==> src/rtl/spi_fifo_ctrl.sv <==
// -----------------------------------------------------------------------------
// spi_fifo_ctrl
//   Buffered front-end for spi_master. Bytes from a valid/ready producer are
//   queued in a TX FIFO. One spi_master transaction is launched per byte. Each
//   received byte is queued in an RX FIFO that a valid/ready consumer drains.
//   A transaction that gets no spi_done within TIMEOUT_CYC cycles is abandoned,
//   and the sticky timeout_err flag is set.
//
// Parameters
//   FIFO_DEPTH   entries per FIFO (power of 2, >= 2)
//   TIMEOUT_CYC  clk cycles spent in WAIT before a transaction is abandoned
//
// Ports
//   clk, rst_n                 clock, asynchronous active-low reset
//   enable                     allows new transactions to be launched
//   s_tx_valid/ready/data      producer byte stream into the TX FIFO
//   m_rx_valid/ready/data      consumer byte stream out of the RX FIFO
//   tx_count, rx_count         FIFO occupancies
//   busy                       controller FSM is not idle
//   timeout_err, clr_err       sticky timeout flag and its clear
//   spi_start, spi_tx_data     launch request and byte to spi_master
//   spi_rx_data, spi_done      received byte and completion pulse from spi_master
// -----------------------------------------------------------------------------
module spi_fifo_ctrl #(
    parameter int FIFO_DEPTH  = 8,
    parameter int TIMEOUT_CYC = 1024
) (
    input  logic                          clk,
    input  logic                          rst_n,
    input  logic                          enable,
    input  logic                          s_tx_valid,
    output logic                          s_tx_ready,
    input  logic [7:0]                    s_tx_data,
    output logic                          m_rx_valid,
    input  logic                          m_rx_ready,
    output logic [7:0]                    m_rx_data,
    output logic [$clog2(FIFO_DEPTH):0]   tx_count,
    output logic [$clog2(FIFO_DEPTH):0]   rx_count,
    output logic                          busy,
    output logic                          timeout_err,
    input  logic                          clr_err,
    output logic                          spi_start,
    output logic [7:0]                    spi_tx_data,
    input  logic [7:0]                    spi_rx_data,
    input  logic                          spi_done
);

    localparam int AW = $clog2(FIFO_DEPTH);
    localparam int CW = AW + 1;
    localparam int TW = $clog2(TIMEOUT_CYC + 1);

    typedef enum logic [1:0] {
        ST_IDLE   = 2'd0,
        ST_LAUNCH = 2'd1,
        ST_WAIT   = 2'd2,
        ST_GAP    = 2'd3
    } state_t;

    // ---------------------------------------------------------------- storage
    logic [7:0]    r_tx_mem [FIFO_DEPTH];
    logic [7:0]    r_rx_mem [FIFO_DEPTH];
    logic [AW-1:0] r_tx_wptr;
    logic [AW-1:0] r_tx_rptr;
    logic [AW-1:0] r_rx_wptr;
    logic [AW-1:0] r_rx_rptr;
    logic [CW-1:0] r_tx_count;
    logic [CW-1:0] r_rx_count;

    // ---------------------------------------------------------------- FSM regs
    state_t        r_state;
    logic [TW-1:0] r_timer;
    logic          r_spi_start;
    logic [7:0]    r_spi_tx_data;
    logic          r_timeout_err;

    // ---------------------------------------------------------------- strobes
    logic w_tx_push;
    logic w_tx_pop;
    logic w_rx_push;
    logic w_rx_pop;
    logic w_launch_ok;

    assign s_tx_ready = (r_tx_count != CW'(FIFO_DEPTH));
    assign m_rx_valid = (r_rx_count != '0);

    assign w_tx_push = s_tx_valid & s_tx_ready;
    // LAUNCH is only entered with a non-empty TX FIFO, and nothing else pops.
    assign w_tx_pop  = (r_state == ST_LAUNCH);
    // Only a completion seen while waiting is a real result; stray pulses drop.
    assign w_rx_push = (r_state == ST_WAIT) & spi_done;
    assign w_rx_pop  = m_rx_valid & m_rx_ready;

    // Requiring a free RX slot before launch reserves room for the reply, so
    // the RX push on spi_done can never overflow (one transaction in flight).
    assign w_launch_ok = enable & (r_tx_count != '0) & (r_rx_count != CW'(FIFO_DEPTH));

    // Head is forced to zero while empty so the output is defined after reset.
    assign m_rx_data   = m_rx_valid ? r_rx_mem[r_rx_rptr] : 8'h00;
    assign tx_count    = r_tx_count;
    assign rx_count    = r_rx_count;
    assign busy        = (r_state != ST_IDLE);
    assign timeout_err = r_timeout_err;
    assign spi_start   = r_spi_start;
    assign spi_tx_data = r_spi_tx_data;

    // ---------------------------------------------------------------- RAM writes
    // Contents need no reset: occupancy counters decide what is valid.
    always_ff @(posedge clk) begin
        if (w_tx_push) begin
            r_tx_mem[r_tx_wptr] <= s_tx_data;
        end
        if (w_rx_push) begin
            r_rx_mem[r_rx_wptr] <= spi_rx_data;
        end
    end

    // ---------------------------------------------------------------- TX pointers
    always_ff @(posedge clk or negedge rst_n) begin
        if (!rst_n) begin
            r_tx_wptr  <= '0;
            r_tx_rptr  <= '0;
            r_tx_count <= '0;
        end else begin
            // Pointers wrap naturally because FIFO_DEPTH is a power of 2.
            if (w_tx_push) r_tx_wptr <= r_tx_wptr + AW'(1);
            if (w_tx_pop)  r_tx_rptr <= r_tx_rptr + AW'(1);
            case ({w_tx_push, w_tx_pop})
                2'b10:   r_tx_count <= r_tx_count + CW'(1);
                2'b01:   r_tx_count <= r_tx_count - CW'(1);
                default: r_tx_count <= r_tx_count;
            endcase
        end
    end

    // ---------------------------------------------------------------- RX pointers
    always_ff @(posedge clk or negedge rst_n) begin
        if (!rst_n) begin
            r_rx_wptr  <= '0;
            r_rx_rptr  <= '0;
            r_rx_count <= '0;
        end else begin
            if (w_rx_push) r_rx_wptr <= r_rx_wptr + AW'(1);
            if (w_rx_pop)  r_rx_rptr <= r_rx_rptr + AW'(1);
            case ({w_rx_push, w_rx_pop})
                2'b10:   r_rx_count <= r_rx_count + CW'(1);
                2'b01:   r_rx_count <= r_rx_count - CW'(1);
                default: r_rx_count <= r_rx_count;
            endcase
        end
    end

    // ---------------------------------------------------------------- control FSM
    always_ff @(posedge clk or negedge rst_n) begin
        if (!rst_n) begin
            r_state       <= ST_IDLE;
            r_timer       <= '0;
            r_spi_start   <= 1'b0;
            r_spi_tx_data <= 8'h00;
            r_timeout_err <= 1'b0;
        end else begin
            r_spi_start <= 1'b0;
            // A timeout in the same cycle overrides this clear (later assignment).
            if (clr_err) begin
                r_timeout_err <= 1'b0;
            end
            case (r_state)
                ST_IDLE: begin
                    if (w_launch_ok) begin
                        r_state <= ST_LAUNCH;
                    end
                end
                ST_LAUNCH: begin
                    // Start pulse and data are registered together, and the
                    // data holds until the next launch.
                    r_spi_start   <= 1'b1;
                    r_spi_tx_data <= r_tx_mem[r_tx_rptr];
                    r_timer       <= '0;
                    r_state       <= ST_WAIT;
                end
                ST_WAIT: begin
                    if (spi_done) begin
                        r_state <= ST_GAP;
                    end else if (r_timer == TW'(TIMEOUT_CYC - 1)) begin
                        r_timeout_err <= 1'b1;
                        r_state       <= ST_GAP;
                    end else begin
                        r_timer <= r_timer + TW'(1);
                    end
                end
                ST_GAP: begin
                    // Gives spi_master a cycle to return to idle.
                    r_state <= ST_IDLE;
                end
                default: begin
                    r_state <= ST_IDLE;
                end
            endcase
        end
    end

endmodule

==> config.mk <==
export PLATFORM = sky130hd
export DESIGN_NAME = spi_fifo_ctrl
export DESIGN_NICKNAME = d
export VERILOG_FILES = /design/src/rtl/spi_fifo_ctrl.sv
export SDC_FILE = /design/constraint.sdc
export NUM_CORES = 1
export LEC_CHECK = 0
export ABC_AREA = 1
export CORE_UTILIZATION = 33
export CTS_CLUSTER_DIAMETER = 150
export DETAILED_ROUTE_END_ITERATION = 8
export GPL_TIMING_DRIVEN = 0
export MAX_ROUTING_LAYER = met4
export PLACE_DENSITY = 0.58
export SLEW_MARGIN = 15
export SYNTH_ARGS = -nofsm -noshare
export SYNTH_HDL_FRONTEND = slang
export SYNTH_SLANG_ARGS = --single-unit
==> constraint.sdc <==
create_clock -name clk -period 3.14 [get_ports clk]
set_clock_uncertainty 0.15 [all_clocks]
set_input_delay 0.785 -clock clk [delete_from_list [all_inputs] [get_ports clk]]
set_output_delay 0.785 -clock clk [all_outputs]
set_load 0.005 [all_outputs]
# Word-level counts from Yosys, hierarchy flattened
# Memories as Yosys holds them, arrays and structs flattened. A register that Yosys moved wholly into a read port is not among the register bits.
# Cells that the tools add are included.
word_totals:
  n_memories: 2
  in_bits: 23
  elab_cells: 69
  output_inout_bits: 29
  mem_bits_rw: 128
  regBits: 35
memory_table:
  columns: ["memory", "depth", "word_bits", "read_ports", "rd_clocked_by_memory_dff", "wr", "line", "source"]
  rows:
  - ["r_rx_mem", 8, 8, 1, 0, 1, "61", "logic [7:0] r_rx_mem [FIFO_DEPTH];"]
  - ["r_tx_mem", 8, 8, 1, 1, 1, "60", "logic [7:0] r_tx_mem [FIFO_DEPTH];"]
op_classes:
  n_bitwise: 5
  n_mux: 19
  eq_ne: 14
  add_sub_neg: 9
  n_reduce_logical: 10
ops:
  columns: ["cell", "n"]
  rows:
  - ["11-bit 2-to-1 mux", 2]
  - ["11-bit one-hot mux with 2 select lines", 1]
  - ["4-bit one-hot mux with 2 select lines", 2]
  - ["3-bit by 1-bit adder with 3-bit output, second input constant", 4]
  - ["11-bit by 1-bit adder with 11-bit output, second input constant", 1]
  - ["11-bit by 10-bit == test with 1-bit output, second input constant", 1]
  - ["1-bit 2-to-1 mux", 9]
  - ["4-bit by 1-bit adder with 4-bit output, second input constant", 2]
  - ["2-bit == test, second input constant", 4]
  - ["8-bit 2-to-1 mux", 1]
  - ["4-bit inequality test, second input constant", 2]
  - ["2-bit one-hot mux with 4 select lines", 1]
  - ["2-bit nonzero test", 4]
  - ["4-bit nonzero test", 2]
  - ["4-bit by 1-bit subtractor with 4-bit output, second input constant", 2]
  - ["2-bit by 1-bit == test with 1-bit output, second input constant", 3]
  - ["2-bit 2-to-1 mux", 3]
  - ["2-bit inequality test, second input constant", 3]
  - ["1-bit AND", 5]
  - ["3-bit by 2-bit inequality test with 1-bit output, second input constant", 1]
  - ["3-bit AND reduction", 1]
  - ["2-bit logical NOT", 1]
  - ["2-bit AND reduction", 1]
  - ["1-bit logical NOT", 1]

# Depth between registers and ports, before layout
# Gate-level depths: netlist of run 1.
depth:
  word_depth: 5
  ltp_mapped: 13
  depth_no_buf: 13

# Worst setup path before layout of run 1
# Ideal clock, no wire load.
synth_timing:
  path_kind: "input-to-reg"
  from: "input s_tx_valid"
  to: "register r_tx_count[2] (netlist: tx_count[2])"
  slack_ns: 0.989
  arrival_time_ns: 1.919
  path_stages: 9
  required_ns: 2.908
  n_path_buf: 0
  cell_sequence: "nand2_1 > ha_1 > nand2_1 > inv_1 > nor2_1 > ha_1 > a21oi_1 > or2_2 > a31oi_1"
synth_via:
  elab_chain_len: 3
  word_cells_on_any_way: 5
  classes_between: "eq/ne: 2; mux: 1; bitwise: 1; reduce/logical: 1"
synth_lines:
  columns: ["item", "line", "source"]
  rows:
  - ["from (decl)", "31", "input logic s_tx_valid,"]
  - ["1-bit AND (*)", "86", "assign w_tx_push = s_tx_valid & s_tx_ready;"]
  - ["2-bit by 1-bit == test with 1-bit output / 2-bit == test (equally long branches)", "127", "case ({w_tx_push, w_tx_pop})"]
  - ["4-bit one-hot mux with 2 select lines / 2-bit nonzero test (equally long branches)", null, null]
  - ["to (signal assigned)", "128", "2'b10: r_tx_count <= r_tx_count + CW'(1);"]
  - ["to (signal assigned)", "129", "2'b01: r_tx_count <= r_tx_count - CW'(1);"]
  - ["to (signal assigned)", "130", "default: r_tx_count <= r_tx_count;"]
  - ["to (decl)", "66", "logic [CW-1:0] r_tx_count;"]
# Mark *: on every way between the ends. The rest lies on a longest branch, timed or not.
# A chain may end at the register's enable or synchronous reset.

# Worst setup path in the final report of run 1
layout_timing:
  from: "register r_rx_rptr[0]"
  to: "output m_rx_data[2]"
layout_via:
  elab_chain_len: 2
layout_lines:
  columns: ["item", "line", "source"]
  rows:
  - ["from (decl)", "65", "logic [AW-1:0] r_rx_rptr;"]
  - ["from (signal assigned)", "143", "if (w_rx_pop) r_rx_rptr <= r_rx_rptr + AW'(1);"]
  - ["memory 8 x 8 bit", null, null]
  - ["8-bit 2-to-1 mux", "98", "assign m_rx_data = m_rx_valid ? r_rx_mem[r_rx_rptr] : 8'h00;"]
  - ["to (decl)", "36", "output logic [7:0] m_rx_data,"]
# No other way between the ends.

==> reports/results.ini, run 1 <==
[setup_path]
reg2reg_to = r_rx_mem[0][7]$_DFFE_PP_
crit_type = flip-flop to output port
cp.arrival_ns = 2.12
r2r_cells = 5
crit_end = m_rx_data[2]
path_common_cell = nor2_1
path_cells = inv_4 > buf_12 > buf_6 > nor2_1 > o22ai_1 > nor2_1 > nor2_1 > clkdlybuf4s50_1
end_kind = output port
r2r-start = r_state[0]$_DFFE_PN0P_
cpMaxStageDelayCell = clkdlybuf4s50_1
crit_path_start = r_rx_rptr[0]$_DFFE_PN0P_
max_stage_delay_ns = 0.50
crit_buf_inv = 4
path_depth = 8
path_max_fanout = 10
rrSetupSlack_ns = 0.58
path_delay_family = buffers and inverters
worstPathRequired_ns = 2.20
cp-start-kind = flip-flop

[yosys]
synth_warnings = 0
synth_fp_nets = 726
synth-edff-count = 128
synthFlopType = edfxtp_1
synth_seq_cells = 171
synth-async-reset-ratio_pct = 25.1
synth_seq_area_share_pct = 65.8
syn_avg_cell_area_um2 = 10.8
syn-cell-area_mm2 = 0.00747
synth_cells = 689
yosys.cell_types.count = 34

[run_status]
status = finished, violations left
violations = design-rule violations

[clocking]
cts.clk_slew.worst_paths_ns = 0.07
clockRootBuffer = clkbuf_16
cts.sinks = 171
tritoncts = done
insertion_delay_ns = 0.42
htree_levels = 4
cts-buffers-inserted = 17
hold_buffers = 0
clk_path_buf_depth = 2

[place]
placed_area_mm2 = 0.00836
placedCellCount = 1021
pre_cts_ws_ns = 0.0644
port_buffers = 51
place_congestion = 0.786
hpwlAfterDp_um = 11000

[detailed_routing]
drt-pass1-iter-count = 7
via_per_inst = 4.73
vias = 5008
wire_per_inst_um = 15.3
wl_um = 16200
drt-initial-drc-count = 285
drc = 4
ant_nets = 0

[layout]
insertedDiodeCount = 0
drive_gt1_share_pct = 10.8
nets = 802
final_cell_mix = nand2_1, edfxtp_1, nor2_1
syn2layout_area_growth_pct = 20.5
utilization_pct = 40.9
final_common_cell = nand2_1
finalNonFillerCells = 1058
design_area_mm2 = 0.00901

[timing]
finalCriticalPeriod_ns = 3.05
timing.hold.ws_ns = 0.221
max_clock_freq_mhz = 327
period_share_pct = 97.3
rsz0062_at_grt = yes
slew_viol_final = 0
slew_headroom_pct = 41.9
setup_viol_count_final = 0
hold_violations = 0
worst_pin_slew_ns = 0.869
fin_ws_ns = 0.0862
finalSetupTns_ns = 0

[floorplanning]
die_h_um = 152
io_pins = 52
die_area_mm2 = 0.0232
die_x_um = 152
num_rows = 54
start_util_pct = 33.9
core-area_mm2 = 0.0220

[global_route]
grt_util_met1_pct = 19.3
grt_pass1_wl_um = 25900
busiest_layer = met2
grt.total_usage_pct = 15.0
met2_usage_pct = 23.5
overflow = 0
grt_antenna_before_repair = 0
grt_util_met3_pct = 2.90
grt_max_degree = 24
grt_pass1_vias = 4877

[power]
power.total_mw = 8.16
ir_worst_vdd_mv = 0.334
powerDensity_mw_per_mm2 = 906
power.leakage_nw = 3.58

[run]
max_cap_viol_count = 0

[worst_hold_path]
hold_class = input port to async pin

worst min-delay path by stage:
stage	startpoint	endpoint	slack, ns	depth (start not counted)
6_report	rst_n	r_rx_rptr[2]$_DFFE_PN0P_	0.22	1
5_1_grt	rst_n	r_rx_rptr[2]$_DFFE_PN0P_	0.25	1
4_1_cts	rst_n	r_rx_rptr[2]$_DFFE_PN0P_	0.24	1
3_5_place_dp	spi_tx_data[7]$_DFFE_PN0P_	spi_tx_data[7]$_DFFE_PN0P_	0.32	2
3_3_place_gp	spi_tx_data[6]$_DFFE_PN0P_	spi_tx_data[6]$_DFFE_PN0P_	0.32	2
2_1_floorplan	r_state[1]$_DFFE_PN0P_	r_state[1]$_DFFE_PN0P_	0.32	2
report_power, final:
part	switching [mW]	leakage [nW]	internal [mW]
Sequential	0.256	1.69	2.83
Clock	0.898	0.261	1.02
Combinational	1.84	1.62	1.31
cells in the mapped netlist, types with 2 or more instances:
cell      instances  area share [%]
xnor2_1           5            0.59
or2_2             2            0.17
nor2_2            2            0.17
ha_1             14             2.3
a21oi_2           2            0.23
edfxtp_1        128              51
nand2_2           6            0.50
nor2_4            2            0.30
inv_2             3            0.15
inv_1            67             3.4
dfrtp_1          43              14
o22ai_1           9            0.75
o21ai_1           7            0.47
nand2_1         129             6.5
nand3_1          46             3.1
clkbuf_1          3            0.15
nor2_1           93             4.7
nand3_2           3            0.40
buf_6             2            0.30
buf_2            17             1.1
xor2_1            9             1.1
o211ai_1         32             3.2
o21ai_0          43             2.9
a21oi_1          11            0.74
o21ai_2           2            0.23
registers in the layout (all words and copies together) (netlist names):
signal / cells
r_rx_mem: 64
r_rx_rptr: 3
r_rx_wptr: 3
r_state: 2
r_timer: 11
r_tx_mem: 64
r_tx_rptr: 3
r_tx_wptr: 3
rx_count: 4
spi_start: 1
spi_tx_data: 8
timeout_err: 1
tx_count: 4
per-layer routing:
metal  vias up  share of wire [%]
li1       2499                  -
met1      2384                 47
met2       109                 47
met3        16                4.4
met4         0                1.3
met5         -                  0
worst reg2reg max path, cell delays in order, from the launching register on:
cell	delay (ns)
dfrtp_1	0.38
inv_1	0.12
ha_1	0.34
nand2_1	0.19
or2_2	0.36
nor2_1	0.65
timing repair:
action	4_1_cts	5_1_grt
gates resized for setup	7	21
setup endpoints to repair	8	8
buffers inserted	0	4
pin swaps	0	6
cloned	0	1
cell families after synthesis:
logic type	synth area share, %
flops	65.8
simple gates	16.2
xor+xnor	1.64
buf+inv	5.27
compound gates	8.71
fa+ha+maj	2.34
area by class of cell:
class	count	area (um2)
Clock inverter	15	114
Fill cell	2091	13000
Tap cell	280	350
Timing Repair inverter	1	7.51
Sequential cell	171	4920
Buffer	24	168
Timing Repair Buffer	56	588
Multi-Input combinational cell	423	2160
Clock buffer	17	425
Inverter	71	273
Power figures use the tool's default switching activity.
==> run 2, diff against run 1 <==
- CTS_BUF_LIST: unset -> sky130_fd_sc_hd__clkbuf_16
- clock period: 3.14 -> 3.6 ns (I/O delays scaled with it)
==> run 2 against run 1 <==
  * The run still ends with design-rule violations left
  * Combinational power down 16%
  * Sequential power decreased by 13%
  * Global-route usage unchanged
  * Critical path depth decreased by 1
  * Register-to-register slack gained 0.45 ns
  * Die area unchanged
  * Largest cell class unchanged
  * Via count down 1.1%
  * Sequential share of layout area up 0.66 points
  * Sequential cell count unchanged
  * Design area decreased by 1.2%
  * First-iteration DRC count up 0.70%
  * Setup slack better by 0.14 ns
  * Critical endpoint is now m_rx_data[7]
==> reports/results.ini, run 2 (synthesis results as in run 1) <==
[run_status]
violations = design-rule violations
status = finished, violations left

[timing]
max_clock_freq_mhz = 296
finalSetupTns_ns = 0  ; unchanged
hold_violations = 0  ; unchanged
slew_viol_final = 0  ; unchanged
setup_viol_count_final = 0  ; unchanged
rsz0062_at_grt = no
slew_headroom_pct = 41.3  ; -0.56 points
period_share_pct = 93.7
finalCriticalPeriod_ns = 3.37
timing.hold.ws_ns = 0.334  ; +0.113 ns
worst_pin_slew_ns = 0.877  ; +0.00838 ns
fin_ws_ns = 0.226  ; +0.139 ns

[clocking]
cts.clk_slew.worst_paths_ns = 0.07  ; about the same
cts_resized = 0  ; -7
clk_path_buf_depth = 2  ; unchanged
postCtsSetupRepairBufs = 0  ; unchanged
cts.sinks = 171  ; unchanged
tritoncts = done
cts-buffers-inserted = 17  ; unchanged
hold_buffers = 0  ; unchanged
insertion_delay_ns = 0.42  ; about the same
clockRootBuffer = clkbuf_16
htree_levels = 4  ; unchanged

[power]
ir_worst_vdd_mv = 0.291  ; -13%
powerDensity_mw_per_mm2 = 788  ; -13%
power.leakage_nw = 3.50  ; -2.2%

[layout]
drive_gt1_share_pct = 9.70  ; -1.1 points
final_cell_mix = nand2_1, edfxtp_1, nor2_1
nFillCells = 2099  ; +0.38%
nets = 797  ; -0.62%
final_common_cell = nand2_1
insertedDiodeCount = 0  ; unchanged
syn2layout_area_growth_pct = 19.0
top_regs = r_rx_mem x64, r_tx_mem x64, r_timer x11

[floorplanning]
io_pins = 52  ; unchanged
num_rows = 54  ; unchanged
die_area_mm2 = 0.0232  ; unchanged
die_x_um = 152  ; unchanged
die_h_um = 152  ; unchanged
start_util_pct = 33.9  ; unchanged
core-area_mm2 = 0.0220  ; unchanged

[setup_path]
crit_path_start = r_rx_rptr[0]$_DFFE_PN0P_
rrSetupSlack_ns = 1.03  ; +0.45 ns
path_max_fanout = 10  ; unchanged
cp.arrival_ns = 2.32  ; +0.20 ns
cp-start-kind = flip-flop
path_common_cell = nor2_1
cpMaxStageDelayCell = clkdlybuf4s50_1
path_cells = inv_2 > buf_2 > nor2_1 > o211ai_1 > nand2_1 > nor2_1 > clkdlybuf4s50_1
path_delay_family = buffers and inverters
r2r_cells = 5  ; unchanged
crit_buf_inv = 3  ; -1
max_stage_delay_ns = 0.52  ; +0.02 ns
crit_type = flip-flop to output port
worstPathRequired_ns = 2.55  ; +0.35 ns
end_kind = output port
r2r-start = r_state[0]$_DFFE_PN0P_
reg2reg_to = r_rx_mem[0][7]$_DFFE_PP_

[worst_hold_path]
holdPathStages = 2
hold_class = flip-flop to flip-flop
hp-start = spi_tx_data[1]$_DFFE_PN0P_
min_to = spi_tx_data[1]$_DFFE_PN0P_

[place]
hpwlAfterDp_um = 11000  ; unchanged
place_congestion = 0.786  ; unchanged
port_buffers = 51  ; unchanged
pre_cts_ws_ns = 0.409  ; +0.345 ns

[detailed_routing]
drc = 2  ; -2
ant_nets = 0  ; unchanged
drt-initial-drc-count = 287  ; +0.70%
via_per_inst = 4.70  ; -0.61%
drt-pass1-iter-count = 9  ; +2
wire_per_inst_um = 15.2  ; -0.58%
wl_um = 16000  ; -1.0%
vias = 4954  ; -1.1%

[global_route]
overflow = 0  ; unchanged
grt.total_usage_pct = 15.0  ; unchanged
grt_pass1_vias = 4877  ; unchanged
grt_max_degree = 24  ; unchanged
grt_antenna_before_repair = 0  ; unchanged
grt_pass1_wl_um = 25900  ; unchanged

[run]
max_cap_viol_count = 0  ; unchanged

## run 2: cell types whose count changed in the layout (fill, tap and decap cells not counted), moves of 5 or more
cell,delta
clkdlybuf4s50_1,+5
buf_2,+7
buf_6,-5
buf_4,-5
dlymetal6s2s_1,-5
## run 2: cell type report
class / instances / area, um2 / area share, %
Buffer: 24 / 128 / 1.43
Tap cell: 280 / 350 / 3.94
Timing Repair Buffer: 52 / 533 / 5.99
Multi-Input combinational cell: 423 / 2160 / 24.3
Sequential cell: 171 / 4920 / 55.3
Clock buffer: 17 / 425 / 4.78
Inverter: 71 / 267 / 3.00
Clock inverter: 15 / 114 / 1.28
## run 2: metal layers
layer	wire length (um)	track usage [%]
met1	7570	19.3
met2	7510	23.5
met3	649	2.90
met4	269	5.63
met5	0	-
## run 2: worst register-to-register path, delay by kind of cell (launching register included)
kind,cells,cell delay [ns]
AND/OR/NAND/NOR,3,1.22
buffers and inverters,1,0.12
adder cells (fa/ha/maj),1,0.33
flip-flops,1,0.38
## run 2: worst max-delay path by stage
stage | endpoint | slack (ns) | cells past startpoint
after global placement | r_tx_wptr[2]$_DFFE_PN0P_ | 0.15 | 1
after global routing | m_rx_data[0] | 0.07 | 7
after CTS | m_rx_data[7] | 0.23 | 7
after detailed placement | r_rx_mem[0][7]$_DFFE_PP_ | 0.41 | 4
after floorplan | tx_count[2]$_DFFE_PN0P_ | 1.33 | 9
final | m_rx_data[7] | 0.23 | 7
## run 2: per-stage QoR
stage	cells	utilization (%)	instance area, um2	power [mW]
after floorplan	689	-	7470	4.33
after global routing	1053	40.4	8890	7.55
after detailed placement	1021	37.9	8360	5.39
final	1053	40.4	8890	7.01
after CTS	1053	40.4	8890	7.07
after global placement	1020	37.8	8330	5.36
## run 2: power breakdown
part / internal (mW) / total, mW / switching (mW)
clock: 0.891 / 1.68 / 0.784
sequential: 2.47 / 2.69 / 0.220
combinational: 1.07 / 2.65 / 1.58
